--- config.mk ---
export PLATFORM = sky130hd
export DESIGN_NAME = nibble_parity_rx
export DESIGN_NICKNAME = d
export VERILOG_FILES = /design/src/rtl/nibble_parity_rx_pkg.sv /design/src/rtl/nibble_parity_rx_parity4.sv /design/src/rtl/nibble_parity_rx.sv
export SDC_FILE = /design/constraint.sdc
export NUM_CORES = 1
export LEC_CHECK = 0
export CAP_MARGIN = 20
export CORE_MARGIN = 2
export CORE_UTILIZATION = 55
export CTS_BUF_LIST = sky130_fd_sc_hd__clkbuf_4
export DETAILED_ROUTE_END_ITERATION = 10
export GPL_ROUTABILITY_DRIVEN = 0
export PLACE_DENSITY_LB_ADDON = 0.3
export SLEW_MARGIN = 20
export SYNTH_ARGS = -nofsm -noshare
export SYNTH_HDL_FRONTEND = slang
export SYNTH_SLANG_ARGS = --single-unit
--- constraint.sdc ---
create_clock -name clk -period 1.6 [get_ports clk]
set_input_delay 0.32 -clock clk [delete_from_list [all_inputs] [get_ports clk]]
set_output_delay 0.32 -clock clk [all_outputs]
set_load 0.03 [all_outputs]
--- src/rtl/nibble_parity_rx_pkg.sv ---
// rtl/nibble_parity_rx_pkg.sv - shared state encodings and frame constants for the nibble receiver
package nibble_parity_rx_pkg;

    localparam logic [1:0] ST_IDLE   = 2'd0;
    localparam logic [1:0] ST_DATA   = 2'd1;
    localparam logic [1:0] ST_PARITY = 2'd2;
    localparam logic [1:0] ST_STOP   = 2'd3;

    localparam int DATA_BITS  = 4;
    localparam int FRAME_BITS = 7;

endpackage

--- src/rtl/nibble_parity_rx_parity4.sv ---
// rtl/nibble_parity_rx_parity4.sv - combinational 4-input XOR, shared with the transmit side
module nibble_parity_rx_parity4 (
    input  logic [3:0] data,
    output logic       parity
);

    assign parity = ^data;

endmodule

--- src/rtl/nibble_parity_rx.sv ---
// rtl/nibble_parity_rx.sv - start/4 data/parity/stop deserialiser with a one-entry valid/ready buffer
module nibble_parity_rx
    import nibble_parity_rx_pkg::*;
#(
    parameter logic ODD_PARITY = 1'b0
) (
    input  logic                 clk,
    input  logic                 rst_n,
    input  logic                 bit_en,
    input  logic                 sin,
    output logic [DATA_BITS-1:0] out_data,
    output logic                 out_par_err,
    output logic                 out_frm_err,
    output logic                 out_valid,
    input  logic                 out_ready,
    output logic                 overrun
);

    logic [1:0]           state;
    logic [1:0]           cnt;
    logic [DATA_BITS-1:0] sreg;
    logic                 par_bit;
    logic                 data_xor;
    logic                 par_err;
    logic                 frame_done;

    nibble_parity_rx_parity4 u_parity4 (
        .data   (sreg),
        .parity (data_xor)
    );

    assign par_err    = (data_xor ^ par_bit) != ODD_PARITY;
    assign frame_done = bit_en && (state == ST_STOP);

    always_ff @(posedge clk) begin
        if (!rst_n) begin
            state       <= ST_IDLE;
            cnt         <= 2'd0;
            sreg        <= '0;
            par_bit     <= 1'b0;
            out_data    <= '0;
            out_par_err <= 1'b0;
            out_frm_err <= 1'b0;
            out_valid   <= 1'b0;
            overrun     <= 1'b0;
        end else begin
            overrun <= 1'b0;

            if (bit_en) begin
                case (state)
                    ST_IDLE: begin
                        if (!sin) begin
                            state <= ST_DATA;
                            cnt   <= 2'd0;
                        end
                    end
                    ST_DATA: begin
                        sreg[cnt] <= sin;
                        if (cnt == 2'(DATA_BITS - 1)) begin
                            state <= ST_PARITY;
                        end else begin
                            cnt <= cnt + 2'd1;
                        end
                    end
                    ST_PARITY: begin
                        par_bit <= sin;
                        state   <= ST_STOP;
                    end
                    default: begin
                        state <= ST_IDLE;
                    end
                endcase
            end

            // A completing frame may reuse the slot if it is being drained on this same edge.
            if (frame_done) begin
                if (!out_valid || out_ready) begin
                    out_data    <= sreg;
                    out_par_err <= par_err;
                    out_frm_err <= ~sin;
                    out_valid   <= 1'b1;
                end else begin
                    overrun <= 1'b1;
                end
            end else if (out_valid && out_ready) begin
                out_valid <= 1'b0;
            end
        end
    end

endmodule

### After elaboration in Yosys (flattened, before gate mapping)

Index checks and enable logic that the tools add are counted.

| word-level totals | value |
|---|---|
| word-level logic and storage cells | 51 |
| input bits | 5 |
| output and inout bits | 8 |
| flip-flop bits (word level) | 17 |

| operators by class | value |
|---|---|
| bitwise logic cells | 2 |
| reductions and logical operators | 16 |
| $lt $le $gt $ge | 2 |
| add/sub/neg operators | 1 |
| equal/unequal tests | 8 |
| multiplexer cells | 13 |

Operator list:

| kind | count |
|---|---|
| $reduce_and A2 Y1 | 5 |
| $mux W2 | 4 |
| $eq A2 B2 Y1 const B | 3 |
| $ne A2 B2 Y1 const B | 3 |
| $pmux W2 S3 | 1 |
| $mux W1 | 5 |
| $bwmux W4 | 1 |
| $pmux W2 S2 | 1 |
| $reduce_and A4 Y1 | 1 |
| $reduce_bool A2 Y1 | 2 |
| $reduce_xor A4 Y1 | 1 |
| $logic_and A1 B1 Y1 | 3 |
| $lt A2 B3 Y1 const B | 1 |
| $reduce_and A3 Y1 | 1 |
| $add A2 B1 Y2 const B | 1 |
| $demux W1 S2 | 1 |
| $eq A2 B1 Y1 const B | 1 |
| $ge A2 B1 Y1 const B | 1 |
| $logic_not A2 Y1 | 1 |
| $ne A2 B1 Y1 const B | 1 |
| $logic_not A1 Y1 | 1 |
| $logic_or A1 B1 Y1 | 1 |
| $not A1 Y1 | 1 |
| $xor A1 B1 Y1 | 1 |

### Depth between registers and ports, before layout

Gate-level depths: netlist of the first run.

| depth | value |
|---|---|
| depth after elaboration | 5 |
| gate-level depth with buffers | 6 |
| mapped depth without buffers | 6 |

### Hierarchy

From an unflattened synthesis of the first run, not the netlist that was laid out.

| unflattened totals | value |
|---|---|
| cells, all modules | 99 |
| area, all modules | 907.1 um2 |

By module, submodules not included:

| module | sequential area each (um2) | cells each | area each (um2) | instances |
|---|---|---|---|---|
| nibble_parity_rx | 340.3 | 96 | 880.8 | 1 |
| nibble_parity_rx_parity4 | 0.0 | 3 | 26.3 | 1 |

### Least setup slack after synthesis of the first run

OpenSTA, ideal clock, no wires.

| path | value |
|---|---|
| kind | register -> register |
| from | reg state[0] |
| to | reg state[0] |
| library setup time | 70 ps |
| arrival | 1399 ps |
| path buffers | 0 |
| data required time | 1530 ps |
| stages on the path, launching flop included | 7 |
| setup slack | 131 ps |
| clock period less this slack | 1469 ps |
| cell sequence | dfxtp_1 inv_1 ha_1 a21boi_4 o21ai_2 or3_1 a21boi_1 |

| between the ends | value |
|---|---|
| longest elaborated chain between the ends | 3 |
| elaborated cells between the ends (all ways) | 7 |
| those cells by class | eq/ne (4); mux (1); reduce/logical (2) |

Ends and longest elaborated chain:

| element | line | text |
|---|---|---|
| start: declaration | nibble_parity_rx.sv:19 | `logic [1:0] state;` |
| start signal: assignment | nibble_parity_rx.sv:37 | `state <= ST_IDLE;` |
| start signal: assignment | nibble_parity_rx.sv:53 | `state <= ST_DATA;` |
| start signal: assignment | nibble_parity_rx.sv:60 | `state <= ST_PARITY;` |
| $eq A2 B1 Y1 or $logic_not A2 Y1 (tied branches) | nibble_parity_rx.sv:50 | `case (state)` |
| $ne A2 B2 Y1 (no source line) | - |  |
| $reduce_and A3 Y1 (no source line) | - |  |

Parallel ways exist; a longest one is shown, timed or not.
A chain may end at the register's enable or synchronous reset.

### Worst setup path after layout of the first run

| path | value |
|---|---|
| from | reg state[1] |
| to | reg state[0] |

The elaborated chain is that of the path after synthesis.

==> results.py, run 1 <==
metrics = {
    "status": {
        "status": "completed",
    },
    "clocking": {
        "cts-buffers-inserted": 3,
        "cts_tree": "yes",
        "cts.root.buffer_cell": "clkbuf_4",
        "clkSinkCount": 17,
        "postCtsSetupBuffers": 0,
        "insertion_delay_ns": 0.30,
        "cts_hold_repair.buffers": 0,
        "path_clk_slew_ns": 0.10,
        "cts_htree_levels": 1,
        "clock_tree.buffer_depth": 2,
    },
    "detailed_routing": {
        "ant_nets": 0,
        "route.detailed.wl_per_inst_um": 11.9,
        "routed_via_density": 5.10,
        "drt-total-wl_mm": 1.48,
        "routed-via-count": 638,
        "detail_route.iter0.violations": 9,
        "detail_route.first_pass.iterations": 2,
        "drc": 0,
    },
    "placed_design": {
        "place.detailed.hpwl_mm": 1.14,
        "dpl-instance-area_um2": 1060,
        "dp_cells": 121,
        "setup_ws_pre_cts_ns": -0.0933,
        "port_buffers": 12,
    },
    "job": {
        "cap_viol_max_count": 0,
    },
    "logic_synthesis": {
        "synth-edff-count": 0,
        "avgSynthCellArea_um2": 10.0,
        "synth_top_flop_cell": "dfxtp_1",
        "ys_seq_elements": 17,
        "syn-cell-area_um2": 881,
        "synthesis.yosys.warnings": 0,
        "postSynthNetCount": 102,
        "synthCells": 88,
        "seq_area_frac_synth": 0.386,
        "async_sr_flop_fraction": 0,
        "synth.distinct_cells": 25,
    },
    "global_routing": {
        "grt-ovfl-total": 0,
        "antenna_found_initial": 0,
        "number_of_global_route_vias_before_repair": 675,
        "grt.total_usage": 0.188,
        "grt_max_degree": 18,
        "wire_length_of_the_first_global_routing_pass_mm": 2.69,
    },
    "power": {
        "post-layout-total-power_uw": 784,
        "p_leak_uw": 0.000490,
        "irDropWorstVdd_mv": 0.632,
        "power.density_cell_area_nw_per_um2": 726,
    },
    "sta": {
        "min_period_over_period": 0.905,
        "final.min_clock_period_ns": 1.45,
        "worst_clock_skew_ns": 0.00352,
        "slew-limit-headroom": 0.698,
        "tightest_slew_ns": 0.452,
        "setup_slack_ns": 0.153,
        "grt_setup_unrepaired": "false",
        "fin_max_slew_vios": 0,
        "fmaxAchievable_mhz": 691,
        "report.final.hold_viol_count": 0,
        "setup_violations": 0,
        "holdWs_ns": 0.498,
    },
    "critical_path": {
        "worst-endpoint-arrival_ns": 1.68,
        "worst_setup_path_start_kind": "flop",
        "crit_path_cell_trace": "inv_1 > ha_2 > a21boi_4 > o21ai_2 > or3_1 > a21boi_1",
        "critical_path_buf_inv_count": 1,
        "cp-end-kind": "flop",
        "worst-path-max-fanout": 4,
        "cp_data_required_time_ns": 1.83,
        "category_of_cells_accounting_for_the_largest_share_of_critical_path_delay": "compound AO/OA/AOI/OAI gates",
        "slowest_stage": "dfxtp_2",
        "crit_path_max_incr_delay_ns": 0.36,
        "crit_type": "reg -> reg",
    },
    "die": {
        "core_um2": 1510,
        "floorplan.io_pins": 13,
        "start_util": 0.585,
        "die_x_um": 44.0,
        "design.die.area_um2": 1940,
        "std_cell_rows": 14,
        "floorplan.die.height_um": 44.0,
    },
    "final_layout": {
        "diodes": 0,
        "commonest_non_fill_non_tap_cell_in_the_layout": "dfxtp_1",
        "final_nets": 124,
        "final-instance-count-excl-fill": 125,
        "nFillCells": 117,
        "layout-area-overhead-vs-synth_pct": 22.6,
        "layout_common_cells": "16 x dfxtp_1, 12 x nor2b_1, 11 x mux2i_1",
        "drive_above_1_share": 0.147,
        "layout.cell_area.non_filler_um2": 1080,
    },
    "hold_path": {
        "hold_path_class": "reg -> reg",
    },
}
==> cells in the mapped netlist (2+ instances only) <==
library cell	n	area (um2)
ha_1	9	113
mux2i_1	11	110
a21boi_0	2	15.0
nor2b_1	12	75.1
nand3_1	4	20.0
nand2_1	8	30.0
o21ai_0	2	10.0
and2_1	2	12.5
dfxtp_1	17	340
nor2_1	2	7.51
inv_1	5	18.8
==> sequential cells by signal (all words and copies together) (netlist names) <==
register	count
cnt	2
state	2
par_bit	1
out_data	4
sreg	4
out_valid	1
overrun	1
out_par_err	1
out_frm_err	1
==> layout make-up <==
| cell class | instances | area [um2] | area share |
|---|---|---|---|
| Multi-Input combinational cell | 64 | 509 | 0.472 |
| Inverter | 5 | 18.8 | 0.0174 |
| Sequential cell | 17 | 342 | 0.316 |
| Tap cell | 16 | 20.0 | 0.0185 |
| Clock buffer | 3 | 22.5 | 0.0209 |
| Clock inverter | 1 | 5.00 | 0.00463 |
| Timing Repair Buffer | 19 | 163 | 0.151 |
==> worst register-to-register path, delay by kind of cell, from the launching register on <==
family | cells | cell delay [ns]
buffers and inverters | 1 | 0.07
AO/OA/AOI/OAI | 3 | 0.41
adder cells (fa/ha/maj) | 1 | 0.21
flip-flops | 1 | 0.36
AND/OR/NAND/NOR | 1 | 0.34
==> report_power, final <==
part,switching [uW],leakage [uW],internal [uW],total [uW]
Combinational,55.2,0.000335,56.1,111
Sequential,5.63,0.000138,431,437
Clock,143,0.0000177,93.1,236
==> metal layers <==
| metal | GRT usage | part of all wire |
|---|---|---|
| met5 | 0 | 0 |
| met4 | 0.109 | 0.018 |
| met1 | 0.238 | 0.49 |
| met3 | 0.0286 | 0.040 |
| met2 | 0.306 | 0.45 |
==> per-stage QoR <==
step / setup TNS [ns] / util
CTS: 0 / 0.714
global placement: -0.0416 / 0.703
detailed placement: -0.115 / 0.703
global route: 0 / 0.717
floorplan: 0 / -
finish: 0 / 0.717
==> repair_timing <==
action	in CTS	in global routing
resized for setup	8	2
pin swaps	0	0
setup endpoints to repair	8	1
==> final timing paths <==
path	slack, ns	to	cells past startpoint	from
setup / recovery	0.15	state[0]$_SDFFE_PN0P_	6	state[1]$_SDFFE_PN0P_
hold / removal	0.50	out_par_err$_SDFFE_PN0P_	2	out_par_err$_SDFFE_PN0P_
setup reg to reg	0.15	state[0]$_SDFFE_PN0P_	6	state[1]$_SDFFE_PN0P_
hold reg to reg	0.50	out_par_err$_SDFFE_PN0P_	2	out_par_err$_SDFFE_PN0P_
==> cells by family after synthesis <==
kind of cell | Yosys count | synth area share
simple gates | 31 | 0.186
flops | 17 | 0.386
mux | 11 | 0.125
compound gates | 10 | 0.0909
fa+ha+maj | 9 | 0.128
buf+inv | 7 | 0.0383
xor+xnor | 3 | 0.0455
Power figures use the tool's default switching activity.
==> run 2, diff against run 1 <==
--- a/config.mk
+++ b/config.mk
@@ -12,6 +12,7 @@
 export DETAILED_ROUTE_END_ITERATION = 10
 export GPL_ROUTABILITY_DRIVEN = 0
 export PLACE_DENSITY_LB_ADDON = 0.3
+export REMOVE_ABC_BUFFERS = 1
 export SLEW_MARGIN = 20
 export SYNTH_ARGS = -nofsm -noshare
 export SYNTH_HDL_FRONTEND = slang
==> run 2 against run 1 <==
Against the previous run: worst hold slack worse by 0.0065 ns; combinational power hardly changed; sequential cell count stayed put; global-route usage is 1.1 points higher; clock skew is 0.0012 ns lower; critical endpoint unchanged; highest routed layer unchanged.
==> results.py, run 2 (synthesized netlist as in run 1, its figures left out) <==
metrics = {
    "status": {
        "status": "completed",
    },
    "clocking": {
        "cts.root.buffer_cell": "clkbuf_4",
        "clkSinkCount": 17,
        "clock_tree.buffer_depth": 2,
        "postCtsSetupBuffers": 0,
        "cts-buffers-inserted": 3,
        "path_clk_slew_ns": 0.10,
        "insertion_delay_ns": 0.29,
        "cts_tree": "yes",
        "cts_htree_levels": 1,
    },
    "global_routing": {
        "grt.total_usage": 0.200,
        "met3_global_route_usage": 0.0367,
        "antenna_found_initial": 0,
        "globalRouteMet2Util": 0.338,
        "grt.met1_usage": 0.246,
        "grt-ovfl-total": 0,
        "number_of_global_route_vias_before_repair": 667,
        "grt_max_degree": 18,
        "wire_length_of_the_first_global_routing_pass_mm": 2.84,
        "busiest_layer_in_global_routing": "met2",
    },
    "critical_path": {
        "worst-endpoint-arrival_ns": 1.73,
        "cp-end-kind": "flop",
        "worst-path-max-fanout": 4,
        "worst_setup_path_start_kind": "flop",
        "cp_data_required_time_ns": 1.83,
        "crit_type": "reg -> reg",
    },
    "sta": {
        "fmaxAchievable_mhz": 665,
        "tightest_slew_ns": 0.459,
        "holdWs_ns": 0.491,
        "setup_total_negative_slack_ns": 0,
        "report.final.hold_viol_count": 0,
        "final.min_clock_period_ns": 1.50,
        "grt_setup_unrepaired": "false",
        "setup_violations": 0,
        "fin_max_slew_vios": 0,
        "min_period_over_period": 0.940,
        "slew-limit-headroom": 0.693,
        "worst_clock_skew_ns": 0.00232,
    },
    "power": {
        "p_leak_uw": 0.000506,
        "power.density_cell_area_nw_per_um2": 731,
        "irDropWorstVdd_mv": 0.634,
        "post-layout-total-power_uw": 792,
    },
    "die": {
        "start_util": 0.585,
        "floorplan.die.height_um": 44.0,
        "floorplan.io_pins": 13,
        "design.die.area_um2": 1940,
        "die_x_um": 44.0,
        "core_um2": 1510,
        "std_cell_rows": 14,
    },
    "final_layout": {
        "diodes": 0,
        "drive_above_1_share": 0.138,
        "layout.cell_area.non_filler_um2": 1080,
        "final_nets": 124,
        "commonest_non_fill_non_tap_cell_in_the_layout": "dfxtp_1",
        "layout-area-overhead-vs-synth_pct": 23.0,
        "layout_common_cells": "16 x dfxtp_1, 12 x nor2b_1, 11 x mux2i_1",
        "largestRegisters": "out_data x4, sreg x4",
    },
    "detailed_routing": {
        "detail_route.first_pass.iterations": 4,
        "ant_nets": 0,
        "routed_via_density": 5.25,
        "drt-total-wl_mm": 1.55,
        "route.detailed.wl_per_inst_um": 12.4,
        "detail_route.iter0.violations": 15,
        "routed-via-count": 656,
        "drc": 0,
    },
    "job": {
        "cap_viol_max_count": 0,
    },
    "hold_path": {
        "hold_path_class": "reg -> reg",
    },
    "placed_design": {
        "dpl-instance-area_um2": 1060,
        "port_buffers": 12,
        "place.detailed.hpwl_mm": 1.23,
    },
}
run 2: cell types whose count changed in the layout (fill, tap and decap cells not counted):
cell	change
clkbuf_4	+1
clkinv_2	-1
dlygate4sd2_1	-1
dlymetal6s2s_1	+1
ha_1	+1
ha_2	-1
run 2: what timing repair did:
item,4_1_cts,5_1_grt
endpoints found under the setup margin,7,2
cloned,0,0
hold buffers,0,0
gates resized for setup,7,2
run 2: worst paths after layout:
check                      startpoint                        to  slack [ns]  depth (start not counted)
max             state[1]$_SDFFE_PN0P_     state[0]$_SDFFE_PN0P_         0.1                          6
min          out_par_err$_SDFFE_PN0P_  out_par_err$_SDFFE_PN0P_        0.49                          2
max reg2reg     state[1]$_SDFFE_PN0P_     state[0]$_SDFFE_PN0P_         0.1                          6
min reg2reg  out_par_err$_SDFFE_PN0P_  out_par_err$_SDFFE_PN0P_        0.49                          2
run 2: cell type report:
type / instances / area (um2)
fill: 122 / 423
inverter: 5 / 18.8
clock buffer: 4 / 30.0
tap: 16 / 20.0
multi-input combinational: 64 / 507
sequential: 17 / 342
timing repair buffer: 19 / 166
run 2: through the flow:
stage,utilization,worst slack (ns),std cells
after floorplan,-,0.131,86
after global placement,0.703,-0.0595,121
after detailed placement,0.703,-0.0848,121
after CTS,0.717,0.00523,125
after global routing,0.719,0.00737,125
final,0.719,0.0964,125
run 2: where the power goes:
part	leakage, uW	total [uW]	internal [uW]	switching (uW)
Sequential	0.000138	437	431	5.95
Combinational	0.000350	111	55.1	55.7
Clock	0.0000184	244	114	130
run 2: critical path: stages (launching register included):
cell,delay (ns)
dfxtp_2,0.37
inv_1,0.08
ha_1,0.25
a21boi_4,0.20
o21ai_2,0.08
or3_1,0.34
a21boi_1,0.13
run 2: routing by layer:
| metal | wire length [um] | up-vias |
|---|---|---|
| met1 | 692 | 299 |
| met2 | 761 | 18 |
| li1 | - | 335 |
| met4 | 24 | 0 |
| met3 | 72 | 4 |
| met5 | 0 | - |
